===== config.mk =====
export PLATFORM = sky130hd
export DESIGN_NAME = fb_bram_arbiter
export DESIGN_NICKNAME = d
export VERILOG_FILES = /design/src/rtl/fb_bram_arbiter.sv
export SDC_FILE = /design/constraint.sdc
export NUM_CORES = 1
export LEC_CHECK = 0
export ABC_CLOCK_PERIOD_IN_PS = 5490
export BUFFER_PORTS_ARGS = -buffer_cell sky130_fd_sc_hd__buf_2
export CAP_MARGIN = 40
export CORE_UTILIZATION = 50
export DETAILED_ROUTE_END_ITERATION = 16
export GPL_ROUTABILITY_DRIVEN = 1
export HOLD_SLACK_MARGIN = 0.15
export MAX_ROUTING_LAYER = met4
export PLACE_DENSITY = 0.72
export SLEW_MARGIN = 20
export SYNTH_ARGS = -nofsm -noshare
export SYNTH_HDL_FRONTEND = slang
export SYNTH_SLANG_ARGS = --single-unit

===== constraint.sdc =====
create_clock -name CLK -period 5.49 [get_ports CLK]
set_input_delay 0.549 -clock CLK [delete_from_list [all_inputs] [get_ports CLK]]
set_output_delay 0.549 -clock CLK [all_outputs]
set_load 0.02 [all_outputs]

===== src/rtl/fb_bram_arbiter.sv =====
`default_nettype none
// ============================================================================
// Module   : fb_bram_arbiter
// Purpose  : Shares one single-port frame-buffer BRAM between a never-stalling
//            display read path and a FIFO-buffered pixel writer.
// Revision : 1.0  initial release
// ============================================================================
module fb_bram_arbiter #(
    parameter int AW           = 17,
    parameter int DW           = 24,
    parameter int WF_DEPTH     = 4,
    parameter int STARVE_LIMIT = 1024
) (
    input  logic                       CLK,
    input  logic                       nRESET,
    input  logic                       disp_rd_req,
    input  logic [AW-1:0]              disp_rd_addr,
    output logic                       disp_rd_valid,
    output logic [DW-1:0]              disp_rd_data,
    input  logic                       wr_valid,
    output logic                       wr_ready,
    input  logic [AW-1:0]              wr_addr,
    input  logic [DW-1:0]              wr_data,
    input  logic                       vblank,
    input  logic                       wr_vblank_only,
    input  logic                       clr_status,
    output logic [$clog2(WF_DEPTH):0]  wr_count,
    output logic                       wr_starve,
    output logic                       bram_en,
    output logic                       bram_we,
    output logic [AW-1:0]              bram_addr,
    output logic [DW-1:0]              bram_din,
    input  logic [DW-1:0]              bram_dout
);

    localparam int PW = $clog2(WF_DEPTH);
    localparam int CW = PW + 1;
    localparam int SW = $clog2(STARVE_LIMIT + 1);
    localparam logic [CW-1:0] FULL_CNT   = CW'(WF_DEPTH);
    localparam logic [SW-1:0] STARVE_MAX = SW'(STARVE_LIMIT);

    logic [AW-1:0] fifo_addr_q [WF_DEPTH];
    logic [DW-1:0] fifo_data_q [WF_DEPTH];

    logic [PW-1:0] rd_ptr_q, rd_ptr_d;
    logic [PW-1:0] wr_ptr_q, wr_ptr_d;
    logic [CW-1:0] count_q, count_d;
    logic          wr_ready_q, wr_ready_d;
    logic          push, pop;

    logic          bram_en_q, bram_en_d;
    logic          bram_we_q, bram_we_d;
    logic [AW-1:0] bram_addr_q, bram_addr_d;
    logic [DW-1:0] bram_din_q, bram_din_d;

    logic          rd_p1_q, rd_p1_d;
    logic          disp_rd_valid_q, disp_rd_valid_d;
    logic [DW-1:0] disp_rd_data_q, disp_rd_data_d;

    logic [SW-1:0] starve_cnt_q, starve_cnt_d;
    logic          wr_starve_q, wr_starve_d;

    // Display reads always win the slot; writes only fill otherwise idle cycles.
    always_comb begin
        push = wr_valid && wr_ready_q;
        pop  = !disp_rd_req && (count_q != '0) && (!wr_vblank_only || vblank);

        rd_ptr_d   = pop  ? rd_ptr_q + PW'(1) : rd_ptr_q;
        wr_ptr_d   = push ? wr_ptr_q + PW'(1) : wr_ptr_q;
        count_d    = count_q + CW'(push) - CW'(pop);
        wr_ready_d = (count_d < FULL_CNT);

        bram_en_d   = disp_rd_req || pop;
        bram_we_d   = pop;
        bram_addr_d = bram_addr_q;
        bram_din_d  = bram_din_q;
        if (disp_rd_req) begin
            bram_addr_d = disp_rd_addr;
        end else if (pop) begin
            bram_addr_d = fifo_addr_q[rd_ptr_q];
            bram_din_d  = fifo_data_q[rd_ptr_q];
        end

        // Read command goes out one edge after the request, data returns one edge later.
        rd_p1_d         = bram_en_q && !bram_we_q;
        disp_rd_valid_d = rd_p1_q;
        disp_rd_data_d  = rd_p1_q ? bram_dout : disp_rd_data_q;

        starve_cnt_d = starve_cnt_q;
        wr_starve_d  = wr_starve_q;
        if (clr_status) begin
            starve_cnt_d = '0;
            wr_starve_d  = 1'b0;
        end else if ((count_q == FULL_CNT) && !pop) begin
            if (starve_cnt_q != STARVE_MAX) begin
                starve_cnt_d = starve_cnt_q + SW'(1);
            end
            if (starve_cnt_d == STARVE_MAX) begin
                wr_starve_d = 1'b1;
            end
        end else begin
            starve_cnt_d = '0;
        end
    end

    always_ff @(posedge CLK) begin
        if (push) begin
            fifo_addr_q[wr_ptr_q] <= wr_addr;
            fifo_data_q[wr_ptr_q] <= wr_data;
        end
    end

    always_ff @(posedge CLK or negedge nRESET) begin
        if (!nRESET) begin
            rd_ptr_q        <= '0;
            wr_ptr_q        <= '0;
            count_q         <= '0;
            wr_ready_q      <= 1'b0;
            bram_en_q       <= 1'b0;
            bram_we_q       <= 1'b0;
            bram_addr_q     <= '0;
            bram_din_q      <= '0;
            rd_p1_q         <= 1'b0;
            disp_rd_valid_q <= 1'b0;
            disp_rd_data_q  <= '0;
            starve_cnt_q    <= '0;
            wr_starve_q     <= 1'b0;
        end else begin
            rd_ptr_q        <= rd_ptr_d;
            wr_ptr_q        <= wr_ptr_d;
            count_q         <= count_d;
            wr_ready_q      <= wr_ready_d;
            bram_en_q       <= bram_en_d;
            bram_we_q       <= bram_we_d;
            bram_addr_q     <= bram_addr_d;
            bram_din_q      <= bram_din_d;
            rd_p1_q         <= rd_p1_d;
            disp_rd_valid_q <= disp_rd_valid_d;
            disp_rd_data_q  <= disp_rd_data_d;
            starve_cnt_q    <= starve_cnt_d;
            wr_starve_q     <= wr_starve_d;
        end
    end

    assign wr_ready      = wr_ready_q;
    assign wr_count      = count_q;
    assign wr_starve     = wr_starve_q;
    assign bram_en       = bram_en_q;
    assign bram_we       = bram_we_q;
    assign bram_addr     = bram_addr_q;
    assign bram_din      = bram_din_q;
    assign disp_rd_valid = disp_rd_valid_q;
    assign disp_rd_data  = disp_rd_data_q;

endmodule
`default_nettype wire


# ---- Word-level counts from Yosys, hierarchy flattened
# Memory sizes are Yosys's and may differ from the RTL's. A register that Yosys moved wholly into a read port is not among the register bits.
# Cells that the tools add are included.
dict set report totals {
  mem_count 2
  wordCells 54
  input_bits 89
  ff_bits 65
  ram_bits 164
  output_inout_bits 73
}
# name depth width read_ports rd_ports_with_merged_regs wr line
set mem_list {}
lappend mem_list {fifo_data_q 4 24 1 1 1 43} ;# logic [DW-1:0] fifo_data_q [WF_DEPTH];
lappend mem_list {fifo_addr_q 4 17 1 0 1 42} ;# logic [AW-1:0] fifo_addr_q [WF_DEPTH];
dict set report classes {
  add_sub_neg 5
  n_mux 12
  n_bitwise 1
  eq_ne 3
  magnitude_cmp 1
  reduce_logical 18
}
# operator count
set ops {}
lappend ops {{11-bit 2-to-1 mux} 5}
lappend ops {{17-bit 2-to-1 mux} 2}
lappend ops {{11-bit by 1-bit adder with 11-bit output, second input constant} 1}
lappend ops {{11-bit == test, second input constant} 1}
lappend ops {{11-bit inequality test, second input constant} 1}
lappend ops {{2-bit nonzero test} 3}
lappend ops {{1-bit logical AND} 5}
lappend ops {{1-bit zero test} 5}
lappend ops {{1-bit 2-to-1 mux} 5}
lappend ops {{2-bit by 1-bit adder with 2-bit output, second input constant} 2}
lappend ops {{2-bit AND reduction} 2}
lappend ops {{3-bit by 1-bit adder with 3-bit output} 1}
lappend ops {{3-bit == test, second input constant} 1}
lappend ops {{3-bit < comparator, second input constant} 1}
lappend ops {{3-bit nonzero test} 1}
lappend ops {{3-bit by 1-bit subtractor with 3-bit output} 1}
lappend ops {{1-bit logical OR} 2}
lappend ops {{1-bit inverter} 1}

# ---- Depth between registers and ports, before layout
dict set report depth {
  word_depth 11
  ltp_mapped 11
  ltp_nobuf 9
}

# ---- Worst setup path before layout
# Ideal clock, no wire load.
dict set report synth_path {
  path_kind {input to register}
  startpoint {input disp_rd_req}
  endpoint {register wr_ready_q, in the netlist wr_ready}
  required_time_ns 5.369
  setup_time_ns 0.121
  setup_slack_ns 2.916
  n_path_buf 3
  stages 11
  arrival_time_ns 2.452
  cell_sequence {clkbuf_1 > nor3_1 > buf_2 > buf_2 > ha_1 > inv_1 > ha_1 > fa_1 > xnor2_1 > xnor2_1 > inv_1}
}
dict set report synth_via {
  elab_chain_cells 5
}
# element line
set synth_lines {}
lappend synth_lines {{start, declared} 16} ;# input logic disp_rd_req,
lappend synth_lines {{1-bit zero test} 66} ;# pop = !disp_rd_req && (count_q != '0) && (!wr_vblank_only || vblank);
lappend synth_lines {{1-bit logical AND (2 in series)} 66}
lappend synth_lines {{named net bram_we_d} 52} ;# logic bram_we_q, bram_we_d;
lappend synth_lines {{3-bit by 1-bit subtractor with 3-bit output} 70} ;# count_d = count_q + CW'(push) - CW'(pop);
lappend synth_lines {{named net count_d[2]} 47} ;# logic [CW-1:0] count_q, count_d;
lappend synth_lines {{3-bit < comparator} 71} ;# wr_ready_d = (count_d < FULL_CNT);
lappend synth_lines {{named net wr_ready_d} 48} ;# logic wr_ready_q, wr_ready_d;
lappend synth_lines {{end signal, assigned} 132} ;# wr_ready_q <= wr_ready_d;
lappend synth_lines {{end, declared} 48}
# The timed path passes the listed nets, and every way through them passes these cells.
# A chain may end at the register's enable or synchronous reset.

# ---- Worst setup path after layout
dict set report layout_path {
  startpoint {register count_q[1], in the netlist wr_count[1]}
  endpoint {register wr_ready_q, in the netlist wr_ready}
}
dict set report layout_via {
  elab_chain_cells 5
  elab_cells_between_ends 6
  cone_classes {2 x add/sub; 1 x order compare; 3 x reduce/logical}
}
# element line
set layout_lines {}
lappend layout_lines {{start, declared} 47}
lappend layout_lines {{start signal, assigned} 131} ;# count_q <= count_d;
lappend layout_lines {{branches (longest 3 deep; another with 3-bit by 1-bit adder with 3-bit output)} --}
lappend layout_lines {{3-bit by 1-bit subtractor with 3-bit output (*)} 70}
lappend layout_lines {{named net count_d[2]} 47}
lappend layout_lines {{3-bit < comparator (*)} 71}
lappend layout_lines {{named net wr_ready_d} 48}
# Mark *: on every way through the listed nets, which the timed path passes.

==> reports/results.tsv <==
metric	value	unit
status	finished, final reports clean	
worst endpoint required time	5.89	ns
Slowest-stage cell, CP	dfrtp_1	
First-pass DRT Iterations	4	
area of the multi-input gates	2440	sq um
max cap viols	0	
Tcrit/Tclk final	0.398	
die height	142	microns
DP HPWL	11800	microns
VDD IR max	0.377	mV
Ys Warns	0	
reg-to-reg critical path startpoint	wr_count[1]	
number of synthesized flops with an enable pin	164	
All-Layer GR Usage	0.193	
RSZ-0062 raised after global routing	no	
layout cells sized above 1	0.411	
Syn Area/Cell	18.9	sq um
io pins	162	
CP startpoint	wr_count[1]	
crit end category	register	
hold path startpoint	wr_data[9]	
Pwr Density	502	nW/um^2
number of fill cells	1428	
clock slew at reported path FFs	0.06	ns
design area	11800	sq um
worst-margin pin slew	0.729	ns
Worst Skew	0.0115	ns
syn_nets	614	
vias post-DR	5133	
die width	142	microns
critical path cell sequence	nor3_1 > nor3_2 > ha_1 > inv_1 > ha_1 > fa_1 > xnor2_1 > xnor2_1 > inv_1	
CTS root buffer	clkbuf_16	
RePlAce Congestion	0.756	
H-Tree Depth	1	
Port Buffer Count	161	
CTS tree	yes	
cell area after synthesis	9730	sq um
max incr delay on CP	0.42	ns
clock sinks	253	
die area	20000	sq um
global-route wire length before repair	28300	microns
initial antenna violation count	2	
Cell Rows	50	
LEAKAGE	4.51	nW
P&R area growth vs syn	20.7	%
worst setup path class	register to register	
critical path's top delay family	adder cells	
Max Fclk	458	MHz
grt ovf	0	
core area	18900	sq um
CTS Buf Count	26	
largest net degree at the start of global routing	48	
Synth Instances	516	
Max Slew Vio Count	0	
Routed WL	18200	microns
clock tree buffer depth	3	
Initial Util	0.515	
Setup-failing EPs final	0	
Worst-Skew Late Latency	0.52	ns
WP data arrival	2.59	ns
nets@finish	788	
Distinct cells, synth	40	
Post-synth top flop	edfxtp_1	
number of buffers and inverters on the critical path	2	
Fin. Hold Viols	0	
total power	5.90	mW
post-synth top area cell	edfxtp_1	
worst hold path type	input pin to register	
Tmin final	2.18	ns
register area share after synthesis	0.735	
WL/cell	18.7	microns
vias per inst	5.28	
count leader, synth	edfxtp_1	
top cell type's share of synthesized area	0.506	
Residual DRC	0	
max_slew headroom	0.514	
Synth area leaders	edfxtp_1 (51%), dfrtp_1 (23%), mux4_2 (9.5%)	
setup TNS	0	ns
Area after DPL	10900	sq um
Yosys reg bits	253	
Post-CTS Setup Bufs	0	
top post-synthesis cells by count	edfxtp_1 (164), dfrtp_1 (89), mux4_2 (41), mux2_2 (29), nand2_1 (23)	
worst hold slack	0.238	ns
DRT iter0 DRCs	215	
register area	7160	sq um
post_cts resized	0	
asr flop ratio synth	0.352	
vias in the first global route	5429	
antenna-violating nets left	0	
peak fanout along the critical path	4	
Worst setup SP type	register	
[metal layers]
metal  GRT usage  vias up  routed length (microns)
met5           -        -                        0
met4      0.0521        0                      382
met3      0.0496       31                     1230
met2       0.330      163                     9050
met1       0.226     2596                     7510
li1            -     2343                        -
[cell type report]
type,count,share of cell area
Antenna cell,2,0.000426
Clock buffer,37,0.0623
Clock inverter,11,0.0101
Inverter,10,0.00319
Multi-Input combinational cell,227,0.207
Sequential cell,253,0.609
Tap cell,260,0.0277
Timing Repair Buffer,172,0.0801
[cells by family (layout without fill, tap and decap cells)]
family                   after synthesis  count (layout)  share of synthesized area
AND/OR/NAND/NOR                       65              65                     0.0335
AO/OA/AOI/OAI                         30              30                     0.0198
XOR/XNOR                              15              15                     0.0135
other                                  0               2                          0
buffers and inverters                 36             230                     0.0159
flip-flops                           253             253                      0.735
adder cells (fa/ha/maj)                9               9                     0.0123
multiplexers                         108             108                      0.170
[layout by cell type (no fill, tap or decap), types with 2 or more instances in the layout]
cell type,n
nand3_1,4
ha_1,8
nand4_1,3
inv_1,9
nor4b_1,2
nor2b_1,2
nor3_1,5
mux2i_1,17
bufinv_16,2
and3_2,4
mux2_1,21
mux4_2,41
clkbuf_16,26
clkbuf_8,4
nand2b_1,2
o21ai_1,20
clkinv_1,3
buf_4,8
xor2_1,4
dfrtp_1,87
mux2_2,29
buf_2,160
diode_2,2
nand2_1,23
a21oi_1,2
clkinv_2,4
clkinvlp_4,2
xnor2_1,11
buf_16,2
edfxtp_1,164
clkbuf_1,7
nor2_1,12
or3_1,2
[where the power goes]
part	switching, mW	internal, mW
clock	0.686	1.02
sequential	0.239	2.44
combinational	0.789	0.725
[worst paths after layout]
check / to / slack, ns / cells past startpoint
setup / recovery: wr_ready / 3.31 / 9
hold / removal: fifo_data_q[2][9] / 0.24 / 1
setup reg to reg: wr_ready / 3.31 / 9
hold reg to reg: disp_rd_valid_d / 0.43 / 1
max in group asynchronous: disp_rd_data[12] / 3.84 / 3
min in group asynchronous: wr_starve / 0.61 / 2
[per-stage QoR]
stage | utilization | setup WS [ns] | instances
after floorplan | - | 2.92 | 516
after global placement | 0.572 | 2.93 | 917
after detailed placement | 0.575 | 2.79 | 920
after CTS | 0.621 | 3.29 | 969
after global routing | 0.622 | 3.15 | 972
final | 0.622 | 3.31 | 972
[state kept, by name, indices dropped and copies added (netlist names)]
name             flops
fifo_data_q         96
fifo_addr_q         68
bram_din            24
disp_rd_data        24
bram_addr           17
starve_cnt_q        11
wr_count             3
rd_ptr_q             2
wr_ptr_q             2
bram_en              1
bram_we              1
disp_rd_valid        1
disp_rd_valid_d      1
wr_ready             1
wr_starve            1
[timing repair]
action	in CTS	in global routing
hold buffers	1	0
setup endpoints to repair	0	0
hold endpoints to repair	46	0
Note: power is estimated with default switching activity, not from simulation.
